File: src/rtl/vga_mode_scheduler.sv
// vga_mode_scheduler
//
// Control block for the 800x600 VGA pattern datapath. It turns raw user
// inputs (three buttons, a rotary encoder with push switch, a direction
// switch and a demo enable) into pattern, scale and rotation-index settings.
// New settings collect in shadow registers and reach the datapath only on a
// frame_start pulse, so a setting never changes part way through a frame.
//
// Ports
//   clk           pixel clock
//   reset         synchronous, active-high reset
//   i_btn[2:0]    raw buttons, bit0 = BTN0 (highest priority)
//   i_rot_A       raw rotary quadrature A
//   i_rot_B       raw rotary quadrature B
//   i_rot_dwn     raw rotary push
//   i_dir_sw      scale direction, 1 = grow, 0 = shrink
//   i_demo_en     auto-cycle enable (level)
//   i_frame_start one-cycle pulse at the start of vertical blanking
//   o_pattn       committed pattern, one-hot 001/010/100 or 000
//   o_pattn_scal  committed scale code, 0..SCAL_MAX
//   o_rot_indx    committed rotation index, 0..ROT_MAX
//   o_pending     shadow settings differ from the committed ones
//   o_led         {o_rot_indx, o_pending, o_pattn}

module vga_mode_scheduler #(
  parameter int DEB_MAX     = 1048574,
  parameter int DEMO_FRAMES = 120,
  parameter int SCAL_MAX    = 5,
  parameter int ROT_MAX     = 7
) (
  input  logic       clk,
  input  logic       reset,
  input  logic [2:0] i_btn,
  input  logic       i_rot_A,
  input  logic       i_rot_B,
  input  logic       i_rot_dwn,
  input  logic       i_dir_sw,
  input  logic       i_demo_en,
  input  logic       i_frame_start,
  output logic [2:0] o_pattn,
  output logic [2:0] o_pattn_scal,
  output logic [3:0] o_rot_indx,
  output logic       o_pending,
  output logic [7:0] o_led
);

  localparam int              DEB_W     = $clog2(DEB_MAX + 1);
  localparam logic [DEB_W-1:0] DEB_TOP  = DEB_W'(DEB_MAX);
  localparam logic [DEB_W-1:0] DEB_PRE  = DEB_W'(DEB_MAX - 1);
  localparam logic [7:0]      DEMO_LAST = 8'(DEMO_FRAMES - 1);
  localparam logic [2:0]      SCAL_TOP  = 3'(SCAL_MAX);
  localparam logic [3:0]      ROT_TOP   = 4'(ROT_MAX);

  // Synchronizer bit layout: {btn[2:0], A, B, dwn, dir, demo}.
  // A and B idle high, so their flops come out of reset at 1 to avoid a
  // phantom detent right after reset.
  localparam logic [7:0] SYNC_RST = 8'b000_11_000;

  logic [7:0] r_sync1;
  logic [7:0] r_sync2;

  logic [2:0] w_btn;
  logic       w_A;
  logic       w_B;
  logic       w_dwn;
  logic       w_dir;
  logic       w_demo;

  logic       r_deb_A;
  logic       r_deb_B;
  logic       r_deb_A_d;
  logic       r_step;

  logic [DEB_W-1:0] r_deb_cnt;
  logic             r_press;

  logic [7:0] r_demo_cnt;
  logic [2:0] r_sh_pattn;
  logic [2:0] r_sh_scal;
  logic [3:0] r_sh_rot;
  logic [2:0] r_c_pattn;
  logic [2:0] r_c_scal;
  logic [3:0] r_c_rot;
  logic       r_pending;

  logic [7:0] w_nxt_demo_cnt;
  logic [2:0] w_nxt_sh_pattn;
  logic [2:0] w_nxt_sh_scal;
  logic [3:0] w_nxt_sh_rot;
  logic [2:0] w_nxt_c_pattn;
  logic [2:0] w_nxt_c_scal;
  logic [3:0] w_nxt_c_rot;
  logic       w_nxt_pending;

  // Two-flop synchronizer for every asynchronous user input.
  always_ff @(posedge clk) begin
    if (reset) begin
      r_sync1 <= SYNC_RST;
      r_sync2 <= SYNC_RST;
    end else begin
      r_sync1 <= {i_btn, i_rot_A, i_rot_B, i_rot_dwn, i_dir_sw, i_demo_en};
      r_sync2 <= r_sync1;
    end
  end

  assign w_btn  = r_sync2[7:5];
  assign w_A    = r_sync2[4];
  assign w_B    = r_sync2[3];
  assign w_dwn  = r_sync2[2];
  assign w_dir  = r_sync2[1];
  assign w_demo = r_sync2[0];

  // Quadrature debounce: deb_A only moves when A and B agree, deb_B only
  // when they disagree, so contact bounce on one line cannot create a step.
  // A step fires one cycle after deb_A rises; deb_B then gives direction.
  always_ff @(posedge clk) begin
    if (reset) begin
      r_deb_A   <= 1'b1;
      r_deb_B   <= 1'b1;
      r_deb_A_d <= 1'b1;
      r_step    <= 1'b0;
    end else begin
      case ({w_A, w_B})
        2'b11:   r_deb_A <= 1'b1;
        2'b00:   r_deb_A <= 1'b0;
        2'b01:   r_deb_B <= 1'b1;
        default: r_deb_B <= 1'b0;
      endcase
      r_deb_A_d <= r_deb_A;
      r_step    <= r_deb_A & ~r_deb_A_d;
    end
  end

  // Press debounce: count while held, saturate at DEB_MAX. The pulse is
  // registered from the cycle before saturation so it is high exactly on
  // the cycle the counter first reads DEB_MAX, and never again while held.
  always_ff @(posedge clk) begin
    if (reset) begin
      r_deb_cnt <= '0;
      r_press   <= 1'b0;
    end else if (w_dwn) begin
      if (r_deb_cnt != DEB_TOP) begin
        r_deb_cnt <= r_deb_cnt + 1'b1;
      end
      r_press <= (r_deb_cnt == DEB_PRE);
    end else begin
      r_deb_cnt <= '0;
      r_press   <= 1'b0;
    end
  end

  // Next shadow and committed values. The three fields are independent,
  // so a step, a press and a pattern change in one cycle all take effect.
  // Commit copies the shadow as it stood before this edge, so an update
  // landing on a frame_start cycle waits for the following frame.
  always_comb begin
    w_nxt_sh_rot   = r_sh_rot;
    w_nxt_sh_scal  = r_sh_scal;
    w_nxt_sh_pattn = r_sh_pattn;
    w_nxt_demo_cnt = r_demo_cnt;

    if (r_step) begin
      if (r_deb_B) begin
        w_nxt_sh_rot = (r_sh_rot == 4'd0) ? ROT_TOP : r_sh_rot - 4'd1;
      end else begin
        w_nxt_sh_rot = (r_sh_rot == ROT_TOP) ? 4'd0 : r_sh_rot + 4'd1;
      end
    end

    // Scale 0 means "unset": it can only be left by growing, and
    // shrinking stops at 1.
    if (r_press) begin
      if (w_dir) begin
        if (r_sh_scal < SCAL_TOP) begin
          w_nxt_sh_scal = r_sh_scal + 3'd1;
        end
      end else if (r_sh_scal > 3'd1) begin
        w_nxt_sh_scal = r_sh_scal - 3'd1;
      end
    end

    // Buttons beat the demo step and restart the demo frame count.
    if (w_btn != 3'b000) begin
      w_nxt_demo_cnt = 8'd0;
      if (w_btn[0]) begin
        w_nxt_sh_pattn = 3'b001;
      end else if (w_btn[1]) begin
        w_nxt_sh_pattn = 3'b010;
      end else begin
        w_nxt_sh_pattn = 3'b100;
      end
    end else if (!w_demo) begin
      w_nxt_demo_cnt = 8'd0;
    end else if (i_frame_start) begin
      if (r_demo_cnt == DEMO_LAST) begin
        w_nxt_demo_cnt = 8'd0;
        case (r_sh_pattn)
          3'b001:  w_nxt_sh_pattn = 3'b010;
          3'b010:  w_nxt_sh_pattn = 3'b100;
          default: w_nxt_sh_pattn = 3'b001;
        endcase
      end else begin
        w_nxt_demo_cnt = r_demo_cnt + 8'd1;
      end
    end

    w_nxt_c_pattn = i_frame_start ? r_sh_pattn : r_c_pattn;
    w_nxt_c_scal  = i_frame_start ? r_sh_scal  : r_c_scal;
    w_nxt_c_rot   = i_frame_start ? r_sh_rot   : r_c_rot;

    w_nxt_pending = (w_nxt_sh_pattn != w_nxt_c_pattn) ||
                    (w_nxt_sh_scal  != w_nxt_c_scal)  ||
                    (w_nxt_sh_rot   != w_nxt_c_rot);
  end

  // Shadow, committed and pending registers.
  always_ff @(posedge clk) begin
    if (reset) begin
      r_demo_cnt <= 8'd0;
      r_sh_pattn <= 3'd0;
      r_sh_scal  <= 3'd0;
      r_sh_rot   <= 4'd0;
      r_c_pattn  <= 3'd0;
      r_c_scal   <= 3'd0;
      r_c_rot    <= 4'd0;
      r_pending  <= 1'b0;
    end else begin
      r_demo_cnt <= w_nxt_demo_cnt;
      r_sh_pattn <= w_nxt_sh_pattn;
      r_sh_scal  <= w_nxt_sh_scal;
      r_sh_rot   <= w_nxt_sh_rot;
      r_c_pattn  <= w_nxt_c_pattn;
      r_c_scal   <= w_nxt_c_scal;
      r_c_rot    <= w_nxt_c_rot;
      r_pending  <= w_nxt_pending;
    end
  end

  assign o_pattn      = r_c_pattn;
  assign o_pattn_scal = r_c_scal;
  assign o_rot_indx   = r_c_rot;
  assign o_pending    = r_pending;
  assign o_led        = {r_c_rot, r_pending, r_c_pattn};

endmodule
File: config.mk
export PLATFORM = sky130hd
export DESIGN_NAME = vga_mode_scheduler
export DESIGN_NICKNAME = d
export VERILOG_FILES = /design/src/rtl/vga_mode_scheduler.sv
export SDC_FILE = /design/constraint.sdc
export NUM_CORES = 1
export LEC_CHECK = 0
export ABC_AREA = 0
export ABC_CLOCK_PERIOD_IN_PS = 3700
export CAP_MARGIN = 40
export CELL_PAD_IN_SITES_DETAIL_PLACEMENT = 1
export CELL_PAD_IN_SITES_GLOBAL_PLACEMENT = 1
export CORE_ASPECT_RATIO = 1.25
export CORE_MARGIN = 10
export CORE_UTILIZATION = 37
export DETAILED_ROUTE_END_ITERATION = 16
export HOLD_SLACK_MARGIN = 0.03
export PLACE_DENSITY_LB_ADDON = 0.1
export SYNTH_ARGS = -nofsm -noshare
export SYNTH_HDL_FRONTEND = slang
export SYNTH_SLANG_ARGS = --single-unit
File: constraint.sdc
create_clock -name clk -period 3.7 [get_ports clk]
set_clock_uncertainty 0.1 [all_clocks]
set_input_delay 0.74 -clock clk [delete_from_list [all_inputs] [get_ports clk]]
set_output_delay 0.74 -clock clk [all_outputs]
set_load 0.02 [all_outputs]
Yosys cells after proc, flatten, opt, wreduce, memory -nomap -nowiden
Index checks and enable logic that the tools add are counted.
Storage, ports and cells
  bits in registers: 70
  input bits: 11
  output and inout port bits: 19
  word-level logic and storage cells: 69
Cells by class
  add/subtract/negate cells: 6
  magnitude comparators: 2
  equal/unequal tests: 11
  multiplexer cells: 21
  bitwise logic cells: 4
  reductions and logical operators: 9
Operator list (number)
  two-way mux 3 bit: 12
  adder 20 x 1 -> 20 bit, second input constant: 1
  == test 20 bit, second input constant: 1
  two-way mux 4 bit: 5
  inequality test 20 bit, second input constant: 1
  adder 8 x 1 -> 8 bit, second input constant: 1
  == test 8 x 7 -> 1 bit, second input constant: 1
  two-way mux 8 bit: 1
  inequality test 3 bit: 2
  one-hot mux 3 bit (2 select lines): 1
  adder 4 x 1 -> 4 bit, second input constant: 1
  == test 4 x 3 -> 1 bit, second input constant: 1
  logical NOT 4 bit: 1
  inequality test 4 bit: 1
  one-hot mux 1 bit (2 select lines): 2
  OR reduction 2 bit: 2
  subtractor 4 x 1 -> 4 bit, second input constant: 1
  adder 3 x 1 -> 3 bit, second input constant: 1
  == test 3 x 1 -> 1 bit, second input constant: 1
  == test 3 x 2 -> 1 bit, second input constant: 1
  > comparator 3 x 1 -> 1 bit, second input constant: 1
  less-than comparator 3 bit, second input constant: 1
  inverter 1 bit: 3
  nonzero test 3 bit: 1
  8 further kinds: 9

Depth between registers and ports, before layout
Gate-level depths: netlist of run 1.
  depth after elaboration: 9
  depth in mapped cells: 9
  gate-level depth less buffers: 8

Least setup slack after synthesis of run 1
Ideal clock, no wire load.
  kind: reg-to-reg
  start: register r_sh_rot[0]
  end: register r_pending (netlist: o_pending)
  library setup time: 143 ps
  arrival: 1937 ps
  required time: 3457 ps
  slack: 1520 ps
  stages on the path, launching flop included: 9
  path buffers: 0
  clock period less this slack: 2180 ps
  cells stage by stage: dfxtp_1 -> inv_1 -> ha_1 -> and4bb_2 -> a211o_1 -> xor2_1 -> nand2_1 -> a2111oi_2 -> a41oi_1
Between the ends
  cells in the longest elaborated chain, start to end: 6
  elaborated cells on any way between the ends: 11
  classes of those cells: add/sub (2); eq/ne (2); mux (5); reduce/logical (2)
RTL lines
  start: declaration: RTL line 80  | logic [3:0] r_sh_rot;
  start signal: assignment: RTL line 231  | r_sh_rot <= w_nxt_sh_rot;
  adder 4 x 1 -> 4 bit, or another cell as far along: RTL line 166  | w_nxt_sh_rot = (r_sh_rot == ROT_TOP) ? 4'd0 : r_sh_rot + 4'd1;
  two-way mux 4 bit, on equally long branches: RTL line 166, 164
  two-way mux 4 bit: RTL line 163  | if (r_deb_B) begin
  two-way mux 4 bit: RTL line 162  | if (r_step) begin
  inequality test 4 bit *: RTL line 213  | (w_nxt_sh_rot != w_nxt_c_rot);
  logical OR 1 bit *: RTL line 212  | (w_nxt_sh_scal != w_nxt_c_scal) ||
  end signal: assignment: RTL line 235  | r_pending <= w_nxt_pending;
  end: declaration: RTL line 84  | logic r_pending;
Every way passes the cells marked *; elsewhere a longest branch is shown, timed or not.
A chain may end at the register's enable or synchronous reset.

Worst setup path in the final report of run 1
  start: input i_frame_start
  end: register r_pending (netlist: o_pending)
Between the ends
  cells in the longest elaborated chain, start to end: 6
  elaborated cells on any way between the ends: 11
  classes of those cells: eq/ne (3); mux (6); reduce/logical (2)
RTL lines
  start: declaration: RTL line 39  | input logic i_frame_start,
  two-way mux 3 bit: RTL line 194  | end else if (i_frame_start) begin
  two-way mux 3 bit: RTL line 192  | end else if (!w_demo) begin
  two-way mux 3 bit: RTL line 183  | if (w_btn != 3'b000) begin
  inequality test 3 bit: RTL line 211  | w_nxt_pending = (w_nxt_sh_pattn != w_nxt_c_pattn) ||
  logical OR 1 bit: RTL line 211
  logical OR 1 bit *: RTL line 212
Marks and branches as above.

==> impl_metrics.toml, run 1 <==
[clock_network]
path_clk_slew_ps = 60
cts_root_buf = "clkbuf_16"
clock-sinks = 70
ctsResizeCount = 0
postCtsSetupRepairBufs = 0
clock_path_buffers = 2
insertion_delay_ps = 340
cts_buffers = 9
cts_hold_buf = 0
h-tree-depth = 3
cts_tree = "yes"

[route]
ant_nets = 0
routedWlPerCell_um = 14.59
firstDrtPassIters = 4
routed_wl_um = 7512
vias = 2554
route.detailed.drc = 0
viasPerCell = 4.959
first_iter_violations = 40

[cells_and_area]
final_area_um2 = 4001
area_growth_pct = 16.89
num_antenna_cells = 0
fill_cells = 1062
nets = 409
layout-drive-gt1-share = 0.09184

[placed_design]
post-place-ws_ps = 635.4
port_buffers = 29
place_area_um2 = 3734
dp_hpwl_um = 5347
gp_congestion = 0.8317

[floorplan]
die_w_um = 106.0
io_pins = 30
die_y_um = 127.5
core_area_um2 = 9076
rows = 39
start_util = 0.3772
design.die.area_um2 = 13520

[global_routing]
grt_pass1_wl_um = 13110
grt_overflow = 0
antenna_found_initial = 0
grt_pass1_vias = 2660
grt_max_degree = 42
grtUsageTotal = 0.1191

[synthesis]
ys_warn_count = 0
synth_ff_type = "dfxtp_1"
ys_seq_elements = 70
syn-num-nets = 393
synth.avg_cell_area_um2 = 9.227
synth_top_area_frac = 0.4094
synthTopCellsByArea = "dfxtp_1 41%, nor2_1 5.9%, xor2_1 5.6%, mux2i_1 5.0%, ha_1 4.0%"
ys_seq_area_frac = 0.4094
ys_async_sr_fraction = 0
ys_types = 55
synth_cells = 371
yosysTopAreaCell = "dfxtp_1"
synth_area_um2 = 3423
synth_edf_count = 0

[setup_path]
startpoint = "i_frame_start"
critical_path_peak_fanout = 11
reg2reg_slack_ps = 1270
regToRegEndpoint = "o_pending"
startpoint_type = "primary input"
critPathKind = "primary input to register"
rr_startpoint = "r_sh_rot[0]"
cp.arrival_ps = 2810
required_ps = 3790
worstRegToRegCells = 8
endpoint_kind = "register"

[pwr]
cellLeakagePower_nw = 1.438
ir_worst_vdd_mv = 0.2221
power_density_nw_per_um2 = 410.7

[status]
status = "completed"

[timing]
rsz0062_at_grt = "false"
worst-slew-pin-transition_ps = 825.9
max_freq_mhz = 367.8
finalWorstSetupSlack_ps = 981.1
setup_viol = 0
finalMaxSlewViolations = 0
min_period_ps = 2719
fin_tns_setup_ps = 0
hold_violations = 0
timing.final.crit_share = 0.7348
slew_headroom = 0.4494

[job]
cap_violations = 0

[min_path]
whs_endpoint = "r_step"
hold_path_depth = 1
hold_class = "register to register"
min_from = "r_deb_A_d"
cells in the final DEF, fill, tap and decap left out, types with 2 or more instances in the layout:
cell type,netlist,final
dfxtp_1,70,70
nor2_1,54,54
clkdlybuf4s50_1,0,29
xor2_1,22,22
nor2b_1,21,21
mux2i_1,17,17
xnor2_1,14,14
nand2_1,13,13
inv_1,12,12
nand4_1,12,12
ha_1,11,11
nand3_1,10,10
clkbuf_16,0,9
a21oi_1,8,8
o21ai_0,6,6
o211ai_1,5,5
and3_1,5,5
or2_2,5,5
nand2b_1,5,5
clkinv_2,0,5
nor4bb_1,4,4
and4_1,4,4
nor3_1,4,4
nor3b_1,3,3
a211oi_1,3,3
nand3b_1,3,3
buf_4,9,3
nor4_1,2,2
mux2_2,2,2
a211o_1,2,2
and2_1,2,2
a221o_1,2,2
flip-flops by register name, indices dropped and copies added (netlist names), 3 cells and up:
signal,count
o_pattn_scal,3
o_rot_indx,4
r_deb_cnt,20
r_sync2,8
r_sh_pattn,3
r_sh_rot,4
o_pattn,3
r_sh_scal,3
r_sync1,8
r_demo_cnt,8
synth_stat cells (2+ instances only):
library cell and instances:
a211oi_1 3, and2_1 2, or2_2 5, buf_2 5
nand4_1 12, nand2_1 13, nor2b_1 21, and4_1 4
mux2i_1 17, nor2_1 54, dfxtp_1 70, o21ai_0 6
inv_1 12, nor3b_1 3, buf_4 9, nand3b_1 3
xnor2_1 14, nor3_1 4, a21oi_1 8, xor2_1 22
a211o_1 2, buf_6 2, nor4bb_1 4, ha_1 11
a221o_1 2, nand2b_1 5, nand3_1 10, mux2_2 2
nor4_1 2, clkbuf_1 11, o211ai_1 5, and3_1 5
cell families after synthesis:
group / count (synthesis) / share of synthesized area
xor gates and xnor gates: 36 / 0.09210
and+or+nand+nor: 156 / 0.2526
buffers and inverters: 39 / 0.05884
DFF: 70 / 0.4094
AOI/OAI and AO/OA: 40 / 0.09065
adders and majority gates: 11 / 0.04020
muxes: 19 / 0.05629
power breakdown:
group	internal (W)	switching, W
registers	0.000768	0.0000118
logic	0.0000433	0.0000415
clock network	0.000465	0.000314
total	0.00128	0.000367
per-layer routing:
| layer | GRT usage | up-vias | routed length [µm] |
|---|---|---|---|
| li1 | - | 1295 | - |
| met1 | 0.1360 | 1219 | 3468 |
| met2 | 0.1972 | 31 | 3617 |
| met3 | 0.03773 | 9 | 286 |
| met4 | 0.05746 | 0 | 140 |
| met5 | 0 | - | 0 |
per-stage QoR:
stage,util,hold WS (ps),total power [W],instances
2_1_floorplan,-,272.9,0.0008498,371
3_3_place_gp,0.4114,279.9,0.0008806,499
3_5_place_dp,0.4114,285.3,0.0008821,499
4_1_cts,0.4409,296.2,0.001675,515
5_1_grt,0.4409,316.8,0.001714,515
6_report,0.4409,294.7,0.001643,515
area by class of cell:
type,count,area [µm²],share of cell area
Sequential cell,70,1401,0.3502
Clock buffer,11,242.7,0.06066
Clock inverter,5,25.02,0.006254
Multi-Input combinational cell,262,1821,0.4550
Tap cell,123,153.9,0.03846
Inverter,12,45.04,0.01126
Timing Repair Buffer,32,312.8,0.07817
worst max-delay path, cell delays in order:
cell	delay, ps
clkdlybuf4s50_1	480
buf_4	210
nand4_1	240
or2_1	360
o211ai_2	220
xor2_1	110
a2111oi_2	280
a41oi_1	160
worst max-delay path by stage:
stage | end | cells past startpoint | slack [ps]
detailed placement | o_pending | 8 | 640
finish | o_pending | 8 | 980
floorplan | o_pending | 8 | 1520
CTS | o_pending | 8 | 980
global placement | o_pending | 8 | 740
global route | o_pending | 8 | 870
Note: power is estimated with default switching activity, not from simulation.
==> run 2, diff against run 1 <==
Settings changed: ABC_CLOCK_PERIOD_IN_PS 3700 to 2200.
Clock period 3.7 ns to 2.2 ns, I/O delays scaled along.
==> run 2 against run 1 <==
Register-to-register slack worse by 1200 ps. Hold slack better by 4.8 ps. Power up 80%. Global-route usage increased by 0.62 points. Design area is 7.6% higher. Sequential share of layout area shrank 2.5 points. Critical path type is now register to register. Count of clock-buffer cells in the layout rose by 1. Die area unchanged.
==> impl_metrics.toml, run 2 (same netlist as run 1, synthesis figures left out) <==
[status]
status = "completed"

[timing]
max_freq_mhz = 478.5
timing.final.crit_share = 0.9500
slew_headroom = 0.7021
hold_violations = 0
worst-slew-pin-transition_ps = 443.5
finalMaxSlewViolations = 0
fin_tns_setup_ps = 0
min_period_ps = 2090
rsz0062_at_grt = "false"
setup_viol = 0

[route]
routed_wl_um = 7894
first_iter_violations = 73
viasPerCell = 4.982
vias = 2705
ant_nets = 0
routedWlPerCell_um = 14.54
firstDrtPassIters = 4
route.detailed.drc = 0

[cells_and_area]
final_cell_mix = "70 x dfxtp_1, 54 x nor2_1, 32 x buf_4"
regMostFlops = "r_deb_cnt"
nets = 438
fill_cells = 1059
layout_commonest_cell = "dfxtp_1"
num_antenna_cells = 0
area_growth_pct = 25.73
layout-drive-gt1-share = 0.1667
final_area_um2 = 4304
largest_reg_flops = 20

[global_routing]
grtUsageTotal = 0.1253
grt_max_degree = 22
grt_pass1_wl_um = 13890
antenna_found_initial = 0
grt_overflow = 0
grt_pass1_vias = 2832

[clock_network]
cts_hold_buf = 0
cts_root_buf = "clkbuf_16"
clock-sinks = 70
h-tree-depth = 3
insertion_delay_ps = 330
cts_tree = "yes"
cts_buffers = 9
clock_path_buffers = 2
path_clk_slew_ps = 50

[pwr]
power_w = 0.002955
power_density_nw_per_um2 = 686.5
cellLeakagePower_nw = 1.597
ir_worst_vdd_mv = 0.3798

[setup_path]
rr_startpoint = "r_demo_cnt[1]"
critPathKind = "register to register"
slowest_stage = "dfxtp_1"
required_ps = 2300
critical_path_peak_fanout = 5
cpPeakStageDelay_ps = 400
startpoint_type = "register"
startpoint = "r_demo_cnt[1]"
cp.arrival_ps = 2190
endpoint_kind = "register"
worstPathCellList = "ha_4 > nand4_1 > or2_1 > o211ai_2 > xor2_1 > a2111oi_4 > a41oi_1"

[placed_design]
port_buffers = 29
place_area_um2 = 3951
gp_congestion = 0.8448
dp_hpwl_um = 5829

[floorplan]
core_area_um2 = 9076
start_util = 0.3772
design.die.area_um2 = 13520
die_y_um = 127.5
die_w_um = 106.0
rows = 39
io_pins = 30

[job]
cap_violations = 0

[min_path]
min_from = "r_deb_A_d"
hold_class = "register to register"
==> run 2: cell count changes in the layout (fill, tap and decap cells not counted), sizes merged <==
cell	previous run	this run
buf	3	32
clkdlybuf4s50	29	28
clkinv	5	1
dlymetal6s2s	0	1
clkbuf	11	12
bufinv	0	1
clkinvlp	0	1
==> run 2: critical path, delay by kind of cell (launching register included) <==
kind / cells / cell delay, ps
xor+xnor: 1 / 140
fa+ha+maj: 1 / 180
simple gates: 2 / 490
flops: 1 / 400
compound gates: 3 / 660
==> run 2: worst paths after layout <==
path               end  slack [ps]  depth (start not counted)
max          o_pending         110                          7
min             r_step         300                          1
max reg2reg  o_pending         110                          7
min reg2reg     r_step         300                          1
==> run 2: through the flow <==
stage | setup slack (ps) | util | hold slack (ps) | instances
finish | 110.0 | 0.4742 | 299.4 | 543
global route | 0.5085 | 0.4742 | 314.5 | 543
CTS | 0.7780 | 0.4694 | 308.7 | 543
detailed placement | -305.6 | 0.4353 | 291.3 | 528
global placement | -252.5 | 0.4353 | 281.4 | 528
floorplan | 20.16 | - | 272.9 | 371
==> run 2: what timing repair did <==
action                                 in CTS  in global routing
gates resized for setup                     0                 10
endpoints found under the hold margin       0                  0
setup endpoints to repair                   0                  1
buffers inserted                            0                  0
==> run 2: power by group <==
part,internal (W),switching (W),leakage [nW]
Sequential,0.00129,0.0000201,0.568
Combinational,0.0000828,0.0000728,0.878
Clock,0.000961,0.000526,0.151
==> run 2: cell type report <==
cell class	count	area (µm²)	share of cell area
sequential	70	1401	0.3256
tap	123	153.9	0.03576
multi-input combinational	262	1862	0.4326
timing repair buffer	61	533.0	0.1238
inverter	12	45.04	0.01047
clock inverter	3	42.54	0.009884
clock buffer	12	266.5	0.06192
==> run 2: per-layer routing <==
metal / GRT usage / part of all wire / vias up
met2: 0.2023 / 0.48 / 35
li1: - / - / 1352
met5: 0 / 0 / -
met1: 0.1481 / 0.46 / 1299
met4: 0.07502 / 0.030 / 0
met3: 0.02918 / 0.029 / 19
